`src/rtl/io_ports_if.sv`:
```
// rtl/io_ports_if.sv - datapath-side bus into the memory-mapped I/O block.
interface io_ports_if #(parameter int WIDTH = 16);
   logic [15:0]      addr;
   logic [WIDTH-1:0] wdata;
   logic             we_io;
   logic [WIDTH-1:0] datos;
   logic             irq;

   modport master (output addr, output wdata, output we_io, input datos, input irq);
   modport slave  (input addr, input wdata, input we_io, output datos, output irq);
endinterface

```
`src/rtl/io_ports.sv`:
```
// rtl/io_ports.sv - memory-mapped I/O: 4 synchronized inputs, 4 output registers, reloadable down-timer.
module io_ports #(
   parameter logic [15:0] BASE  = 16'h0000,
   parameter int          WIDTH = 16
) (
   input  logic             clk,
   input  logic             reset,
   io_ports_if.slave        bus,
   input  logic [WIDTH-1:0] in_p0_i,
   input  logic [WIDTH-1:0] in_p1_i,
   input  logic [WIDTH-1:0] in_p2_i,
   input  logic [WIDTH-1:0] in_p3_i,
   output logic [WIDTH-1:0] out_p0_o,
   output logic [WIDTH-1:0] out_p1_o,
   output logic [WIDTH-1:0] out_p2_o,
   output logic [WIDTH-1:0] out_p3_o
);

   logic [WIDTH-1:0] in_raw [4];
   logic [WIDTH-1:0] sync1_q [4];
   logic [WIDTH-1:0] sync2_q [4];
   logic [WIDTH-1:0] out_q [4];
   logic [WIDTH-1:0] out_d [4];
   logic [WIDTH-1:0] reload_q, reload_d;
   logic [WIDTH-1:0] count_q, count_d;
   logic             en_q, en_d;
   logic             flag_q, flag_d;

   logic       sel;
   logic [3:0] off;
   logic       wr;

   assign in_raw[0] = in_p0_i;
   assign in_raw[1] = in_p1_i;
   assign in_raw[2] = in_p2_i;
   assign in_raw[3] = in_p3_i;

   assign sel = (bus.addr[15:4] == BASE[15:4]);
   assign off = bus.addr[3:0];
   assign wr  = bus.we_io & sel;

   always_comb begin
      out_d    = out_q;
      reload_d = reload_q;
      en_d     = en_q;
      flag_d   = flag_q;
      count_d  = count_q;

      if (wr && off[3:2] == 2'b01) begin
         out_d[off[1:0]] = bus.wdata;
      end
      if (wr && off == 4'hA) begin
         en_d = bus.wdata[0];
         if (bus.wdata[1]) begin
            flag_d = 1'b0;
         end
      end

      // A RELOAD write preempts this edge's timer step; expiry below overrides a FLAG clear.
      if (wr && off == 4'h8) begin
         reload_d = bus.wdata;
         count_d  = bus.wdata;
      end else if (en_q) begin
         if (count_q != '0) begin
            count_d = count_q - WIDTH'(1);
         end else begin
            count_d = reload_q;
            flag_d  = 1'b1;
         end
      end
   end

   always_ff @(posedge clk or posedge reset) begin
      if (reset) begin
         for (int i = 0; i < 4; i++) begin
            sync1_q[i] <= '0;
            sync2_q[i] <= '0;
            out_q[i]   <= '0;
         end
         reload_q <= '0;
         count_q  <= '0;
         en_q     <= 1'b0;
         flag_q   <= 1'b0;
      end else begin
         for (int i = 0; i < 4; i++) begin
            sync1_q[i] <= in_raw[i];
            sync2_q[i] <= sync1_q[i];
            out_q[i]   <= out_d[i];
         end
         reload_q <= reload_d;
         count_q  <= count_d;
         en_q     <= en_d;
         flag_q   <= flag_d;
      end
   end

   always_comb begin
      bus.datos = '0;
      if (sel) begin
         case (off)
            4'h0, 4'h1, 4'h2, 4'h3: bus.datos = sync2_q[off[1:0]];
            4'h4, 4'h5, 4'h6, 4'h7: bus.datos = out_q[off[1:0]];
            4'h8:    bus.datos = reload_q;
            4'h9:    bus.datos = count_q;
            4'hA:    bus.datos = {{(WIDTH-2){1'b0}}, flag_q, en_q};
            default: bus.datos = '0;
         endcase
      end
   end

   assign bus.irq  = flag_q;
   assign out_p0_o = out_q[0];
   assign out_p1_o = out_q[1];
   assign out_p2_o = out_q[2];
   assign out_p3_o = out_q[3];

endmodule

```
`src/flat_wrapper.sv`:
```
// flat-port wrapper written by rule: the top's interface ports become plain ports
module io_ports_flat 
#(
   parameter logic [15:0] BASE  = 16'h0000,
   parameter int          WIDTH = 16
)
  (clk, reset, in_p0_i, in_p1_i, in_p2_i, in_p3_i, out_p0_o, out_p1_o, out_p2_o, out_p3_o, bus_addr, bus_wdata, bus_we_io, bus_datos, bus_irq);
  io_ports_if #(.WIDTH(WIDTH)) bus_i ();
  input  logic clk;
  input  logic reset;
  input  logic [WIDTH-1:0] in_p0_i;
  input  logic [WIDTH-1:0] in_p1_i;
  input  logic [WIDTH-1:0] in_p2_i;
  input  logic [WIDTH-1:0] in_p3_i;
  output logic [WIDTH-1:0] out_p0_o;
  output logic [WIDTH-1:0] out_p1_o;
  output logic [WIDTH-1:0] out_p2_o;
  output logic [WIDTH-1:0] out_p3_o;
  input wire logic [$bits(bus_i.addr)-1:0] bus_addr;
  input wire logic [$bits(bus_i.wdata)-1:0] bus_wdata;
  input wire logic [$bits(bus_i.we_io)-1:0] bus_we_io;
  output wire logic [$bits(bus_i.datos)-1:0] bus_datos;
  output wire logic [$bits(bus_i.irq)-1:0] bus_irq;
  assign bus_i.addr = bus_addr;
  assign bus_i.wdata = bus_wdata;
  assign bus_i.we_io = bus_we_io;
  assign bus_datos = bus_i.datos;
  assign bus_irq = bus_i.irq;
  io_ports #(.BASE(BASE), .WIDTH(WIDTH)) u_core (.clk(clk), .reset(reset), .bus(bus_i), .in_p0_i(in_p0_i), .in_p1_i(in_p1_i), .in_p2_i(in_p2_i), .in_p3_i(in_p3_i), .out_p0_o(out_p0_o), .out_p1_o(out_p1_o), .out_p2_o(out_p2_o), .out_p3_o(out_p3_o));
endmodule
```
`config.mk`:
```
export PLATFORM = sky130hd
export DESIGN_NAME = io_ports_flat
export DESIGN_NICKNAME = d
export VERILOG_FILES = /design/src/rtl/io_ports_if.sv /design/src/rtl/io_ports.sv /design/src/flat_wrapper.sv
export SDC_FILE = /design/constraint.sdc
export NUM_CORES = 1
export LEC_CHECK = 0
export CELL_PAD_IN_SITES_DETAIL_PLACEMENT = 0
export CELL_PAD_IN_SITES_GLOBAL_PLACEMENT = 2
export CORE_AREA = 2 2 150 152
export DETAILED_ROUTE_END_ITERATION = 10
export DIE_AREA = 0 0 152 154
export DONT_BUFFER_PORTS = 1
export GPL_TIMING_DRIVEN = 0
export PLACE_DENSITY = 0.76
export SLEW_MARGIN = 20
export SYNTH_ARGS = -nofsm -noshare
export SYNTH_HDL_FRONTEND = slang
export SYNTH_SLANG_ARGS = --single-unit
```
`constraint.sdc`:
```
create_clock -name clk -period 11.85 [get_ports clk]
set_clock_uncertainty 0.15 [all_clocks]
set_input_delay 1.7775 -clock clk [delete_from_list [all_inputs] [get_ports clk]]
set_output_delay 1.7775 -clock clk [all_outputs]
set_load 0.05 [all_outputs]
```
# After elaboration in Yosys (flattened, before gate mapping)
# Cells that the tools add are included.
# totals
ff_bits	226
input_bits	99
out_inout_bits	81
word_cells	61
# op_classes
addsub	1
order_cmp	2
n_eq_ne	11
mux	19
bitwise	2
reduce_logical	10
# op_table
cell	n
16-bit two-way mux	9
16-bit case mux with 5 select lines	1
16-bit binary-select mux with 2-bit select	2
64-bit bitwise mux	1
16-bit demux with 2-bit select	1
4-bit by 3-bit equality test with 1-bit output, second input constant	4
16-bit nonzero test	1
16-bit by 1-bit subtractor with 16-bit output, second input constant	1
4-bit equality test, second input constant	3
12-bit logical NOT	1
4-bit by 2-bit equality test with 1-bit output, second input constant	2
4-bit OR reduction	2
1-bit two-way mux	5
4-bit by 1-bit equality test with 1-bit output, second input constant	1
1-bit logical AND	4
4-bit logical NOT	1
3-bit >= comparator, second input constant	1
3-bit by 1-bit less-than comparator with 1-bit output, second input constant	1
2-bit inverter with 3-bit output	1
2-bit by 1-bit equality test with 1-bit output, second input constant	1
2-bit nonzero test	1
1-bit bitwise AND	1

# Logic depth before layout (Yosys ltp)
# logic_depth
depth_word	7
depth_mapped	8
ltp_nobuf	7

# Worst setup path after synthesis
# OpenSTA, ideal clock, no wires.
# synth_path
path_type	input to output
start	in bus_addr[0]
end	out bus_datos[11]
arrival_time_ns	3.855
required_ns	9.923
slack_ns	6.067
stages	7
n_path_buf	3
cell_sequence	clkbuf_1 -> buf_1 -> nand2b_1 -> nor2_1 -> clkbuf_1 -> a222oi_1 -> nor2_1
# synth_via
elab_chain_len	6
word_cells_on_any_way	22
cone_classes	eq/ne: 10; mux: 8; bitwise: 1; reduce/logical: 3
# synth_rtl
item	line_no	source
start, declared	flat_wrapper.sv:19	input wire logic [$bits(bus_i.addr)-1:0] bus_addr;
2-bit inverter with 3-bit output (implied by the code)	io_ports.sv:101, io_ports.sv:102	
16-bit binary-select mux with 2-bit select, on equally long branches	io_ports.sv:102, io_ports.sv:101	
16-bit two-way mux, on equally long branches (2 in a row)	io_ports.sv:102, io_ports.sv:101	
16-bit case mux with 5 select lines (*)	io_ports.sv:100	case (off)
16-bit two-way mux (*)	io_ports.sv:99	if (sel) begin
end, declared	flat_wrapper.sv:22	output wire logic [$bits(bus_i.datos)-1:0] bus_datos;
# Mark *: on every way between the ends. The rest lies on a longest branch, timed or not. The select of a mux whose other input is x is not followed.

# Worst setup path in the final report
# layout_path
start	in bus_addr[0]
end	out bus_datos[12]
# The elaborated chain is that of the path after synthesis.

==> impl_metrics.prom <==
# TYPE chip_impl_metric gauge
chip_impl_metric{name="post_drt_wl_per_cell",unit="um"} 24.9
chip_impl_metric{name="total_of_flip_flops_plus_latches_after_synthesis",unit=""} 226
chip_impl_metric{name="fin_setup_tns",unit="ns"} 0
chip_impl_metric{name="drt_iter0_drc",unit=""} 392
chip_impl_metric{name="cts_num_sinks",unit=""} 226
chip_impl_info{name="route.top_layer_used",value="met4"} 1
chip_impl_info{name="reg2reg_to",value="u_core.count_q[1]"} 1
chip_impl_metric{name="dr_wl_met2",unit="mm"} 11.6
chip_impl_info{name="rsz_0062_raised_after_global_routing",value="false"} 1
chip_impl_metric{name="synth.distinct_cells",unit=""} 51
chip_impl_metric{name="track_usage",unit=""} 0.197
chip_impl_info{name="result_of_the_run",value="finished clean"} 1
chip_impl_metric{name="ioPinCount",unit=""} 180
chip_impl_metric{name="powerDensity",unit="nW/um2"} 158
chip_impl_info{name="reg_to_reg_startpoint",value="u_core.count_q[7]"} 1
chip_impl_metric{name="dr_total_vias",unit=""} 5292
chip_impl_metric{name="ctsHtreeMaxLevel",unit=""} 1
chip_impl_info{name="yosys_most_used_dff",value="dfrtp_1"} 1
chip_impl_metric{name="finalHoldViolations",unit=""} 0
chip_impl_info{name="clk_root_buffer_cell",value="clkbuf_16"} 1
chip_impl_metric{name="die_h",unit="um"} 154
chip_impl_metric{name="layout-drive-gt1-share",unit=""} 0.263
chip_impl_metric{name="synth_fp_nets",unit=""} 710
chip_impl_info{name="endpoint",value="bus_datos[12]"} 1
chip_impl_metric{name="final_min_period_over_clock_period",unit=""} 0.576
chip_impl_metric{name="drt_pass1_iterations",unit=""} 6
chip_impl_metric{name="nNetsFinal",unit=""} 737
chip_impl_metric{name="num_rows",unit=""} 54
chip_impl_metric{name="cp_data_required_time",unit="ns"} 9.92
chip_impl_metric{name="finalWirelength",unit="mm"} 23.3
chip_impl_metric{name="die_w",unit="um"} 152
chip_impl_metric{name="synth-compound-area-share",unit=""} 0.0614
chip_impl_metric{name="fmax",unit="MHz"} 147
chip_impl_metric{name="tightest_slew",unit="ns"} 0.974
chip_impl_metric{name="clock_path_buffers",unit=""} 3
chip_impl_metric{name="xor_xnor_cell_area_share_of_the_yosys_netlist",unit=""} 0.000995
chip_impl_info{name="worstHoldPathType",value="reg -> reg"} 1
chip_impl_metric{name="setup_viol",unit=""} 0
chip_impl_metric{name="antenna_violating_nets_post_route",unit=""} 0
chip_impl_metric{name="die_area",unit="um2"} 23400
chip_impl_metric{name="buffer_ports.inserted",unit=""} 0
chip_impl_metric{name="netlist_instances",unit=""} 609
chip_impl_metric{name="worstRegToRegCells",unit=""} 6
chip_impl_info{name="start_point_of_the_critical_path",value="bus_addr[0]"} 1
chip_impl_metric{name="postSynth.asyncResetShare",unit=""} 1.00
chip_impl_metric{name="met3_length",unit="mm"} 1.86
chip_impl_metric{name="routed_via_density",unit=""} 5.67
chip_impl_metric{name="post_synth_fa_ha_maj_area_fraction",unit=""} 0.00284
chip_impl_metric{name="total_power",unit="W"} 0.00158
chip_impl_metric{name="post-route-drc-count",unit=""} 0
chip_impl_metric{name="grt_overflow",unit=""} 0
chip_impl_info{name="cp-end-kind",value="primary output"} 1
chip_impl_metric{name="grt_pass1_wl",unit="mm"} 35.4
chip_impl_metric{name="syn_area",unit="um2"} 8800
chip_impl_metric{name="cts_repair_resize_count",unit=""} 0
chip_impl_metric{name="core-area",unit="um2"} 21700
chip_impl_metric{name="pin_count_of_the_biggest_net_entering_global_routing",unit=""} 121
chip_impl_metric{name="final.fill_count",unit=""} 1913
chip_impl_metric{name="worst_setup_hold_path_clk_slew",unit="ns"} 0.06
chip_impl_metric{name="worstSkewPairLatency",unit="ns"} 0.51
chip_impl_metric{name="syn_avg_cell_area",unit="um2"} 14.5
chip_impl_metric{name="finalWeightedCongestion",unit=""} 0.878
chip_impl_metric{name="synth.yosys.seq_area_share",unit=""} 0.642
chip_impl_metric{name="finish.utilization",unit=""} 0.460
chip_impl_metric{name="antenna_found_initial",unit=""} 0
chip_impl_metric{name="synth-simple-area-share",unit=""} 0.0836
chip_impl_metric{name="hold_slack",unit="ns"} 0.195
chip_impl_metric{name="grt_pass1_vias",unit=""} 5666
chip_impl_metric{name="numCtsBuffers",unit=""} 24
chip_impl_info{name="largest_family_of_logic_cells_by_synthesized_area",value="multiplexers"} 1
chip_impl_metric{name="cp_data_arrival_time",unit="ns"} 4.89
chip_impl_metric{name="slew_violations",unit=""} 0
chip_impl_metric{name="ir_worst_vdd",unit="mV"} 0.148
chip_impl_info{name="tritoncts",value="done"} 1
chip_impl_info{name="timing.setup.critical_path_class",value="in -> out"} 1
chip_impl_metric{name="maxSlewHeadroom",unit=""} 0.348
chip_impl_metric{name="floorplan.initialDensity",unit=""} 0.406
chip_impl_metric{name="wirelength_met1",unit="mm"} 9.36
chip_impl_metric{name="timing.reg2reg.setup_slack",unit="ns"} 8.91
chip_impl_metric{name="cap_viol_max_count",unit=""} 0
chip_impl_metric{name="worst-path-max-fanout",unit=""} 10
chip_impl_metric{name="dpl.hpwl",unit="mm"} 16.6
chip_impl_metric{name="post_cts_hold_buffer_count",unit=""} 0
chip_impl_metric{name="syn2layout_area_growth",unit="%"} 13.3
chip_impl_metric{name="muxShareOfSynthArea",unit=""} 0.189
chip_impl_metric{name="synth-edff-count",unit=""} 0
chip_impl_metric{name="post-route-min-period",unit="ns"} 6.82
chip_impl_metric{name="synthesis.yosys.warnings",unit=""} 0
chip_impl_metric{name="post-cts-setup-buffers",unit=""} 0
chip_impl_info{name="crit_path_start_kind",value="primary input"} 1
chip_impl_metric{name="p_leak",unit="nW"} 4.43
power breakdown:
part / total (W) / switching, W / internal (W)
Clock: 0.000719 / 0.000294 / 0.000425
Sequential: 0.000801 / 0.00000642 / 0.000794
Combinational: 0.0000570 / 0.0000363 / 0.0000207
through the flow:
stage          instances  setup slack, ns  instance area [um2]
2_1_floorplan        609             3.73                 8800
6_report             934             5.03                 9970
4_1_cts              933             5.06                 9970
3_5_place_dp         890             5.07                 9190
5_1_grt              933             4.77                 9970
3_3_place_gp         889             2.02                 9150
how the worst min path moves through the flow:
| stage | end | startpoint | cells after the start |
|---|---|---|---|
| 4_1_cts | u_core.sync2_q[57] | u_core.sync1_q[57] | 0 |
| 3_3_place_gp | u_core.sync2_q[21] | u_core.sync1_q[21] | 0 |
| 6_report | u_core.sync2_q[57] | u_core.sync1_q[57] | 0 |
| 2_1_floorplan | u_core.sync2_q[0] | u_core.sync1_q[0] | 0 |
| 3_5_place_dp | u_core.sync2_q[20] | u_core.sync1_q[20] | 0 |
| 5_1_grt | u_core.sync2_q[52] | u_core.sync1_q[52] | 0 |
worst max-delay path, stage by stage:
cell and delay (ns):
clkbuf_1 0.31, buf_1 0.70, nand2b_1 0.19, nor2_1 0.39, clkbuf_1 0.51, a222oi_1 0.28, nor2_1 0.73
registers in the layout, indices dropped and copies added (netlist names):
signal           flops
u_core.reload_q     16
u_core.out_p2_o     16
u_core.sync2_q      64
u_core.en_q          1
u_core.out_p3_o     16
u_core.out_p1_o     16
u_core.sync1_q      64
u_core.bus.irq       1
u_core.out_p0_o     16
u_core.count_q      16
placed cells by master, fill, tap and decap left out, drive strengths merged, types with 3 or more instances in the layout:
master | synthesis | routed
inv | 7 | 7
dfrtp | 226 | 226
nand2 | 58 | 58
clkbuf | 20 | 50
nor3 | 12 | 12
nor3b | 4 | 4
nand3 | 4 | 4
or4 | 5 | 5
o22a | 4 | 4
nand4 | 3 | 3
o31ai | 5 | 5
and3 | 6 | 6
mux2i | 5 | 5
clkinvlp | 0 | 3
mux2 | 79 | 79
o211ai | 3 | 3
nor2 | 35 | 35
a222oi | 14 | 14
o21ai | 18 | 18
a21oi | 10 | 10
mux4 | 32 | 32
nor4 | 8 | 8
nand2b | 4 | 4
a31oi | 7 | 7
clkinv | 0 | 9
buf | 14 | 15
o41ai | 3 | 3
synth_stat cells (3+ instances only):
| master | number | area, um2 |
|---|---|---|
| a21oi_1 | 10 | 50.1 |
| a222oi_1 | 14 | 140 |
| a31oi_1 | 7 | 43.8 |
| and3_1 | 6 | 37.5 |
| buf_1 | 5 | 18.8 |
| buf_2 | 7 | 35.0 |
| clkbuf_1 | 20 | 75.1 |
| dfrtp_1 | 226 | 5660 |
| inv_1 | 7 | 26.3 |
| mux2_2 | 79 | 890 |
| mux2i_1 | 5 | 50.1 |
| mux4_2 | 32 | 721 |
| nand2_1 | 58 | 218 |
| nand2b_1 | 4 | 25.0 |
| nand3_1 | 4 | 20.0 |
| nand4_1 | 3 | 18.8 |
| nor2_1 | 35 | 131 |
| nor3_1 | 11 | 55.1 |
| nor3b_1 | 4 | 30.0 |
| nor4_1 | 6 | 37.5 |
| o211ai_1 | 3 | 22.5 |
| o21ai_0 | 17 | 85.1 |
| o22a_1 | 4 | 35.0 |
| o31ai_1 | 5 | 37.5 |
| o41ai_1 | 3 | 26.3 |
| or4_1 | 3 | 22.5 |
layout make-up:
| type | instances | area, um2 | share of cell area |
|---|---|---|---|
| Sequential cell | 226 | 5660 | 0.567 |
| Multi-Input combinational cell | 342 | 2980 | 0.298 |
| Clock buffer | 30 | 674 | 0.0676 |
| Tap cell | 280 | 350 | 0.0351 |
| Buffer | 34 | 151 | 0.0152 |
| Clock inverter | 13 | 101 | 0.0102 |
| Inverter | 7 | 33.8 | 0.00339 |
| Timing Repair Buffer | 1 | 27.5 | 0.00276 |
| Antenna cell | 1 | 2.50 | 0.000251 |
logic make-up after synthesis:
kind of cell | Yosys count
flops | 226
simple gates | 149
mux | 116
compound gates | 74
buf+inv | 41
fa+ha+maj | 2
xor+xnor | 1
layer usage:
layer | vias to the layer above | track usage
met1 | 2764 | 0.256
met4 | 0 | 0.0458
met5 | - | 0
met2 | 209 | 0.333
li1 | 2283 | -
met3 | 36 | 0.0527
Note: power is estimated with default switching activity, not from simulation.
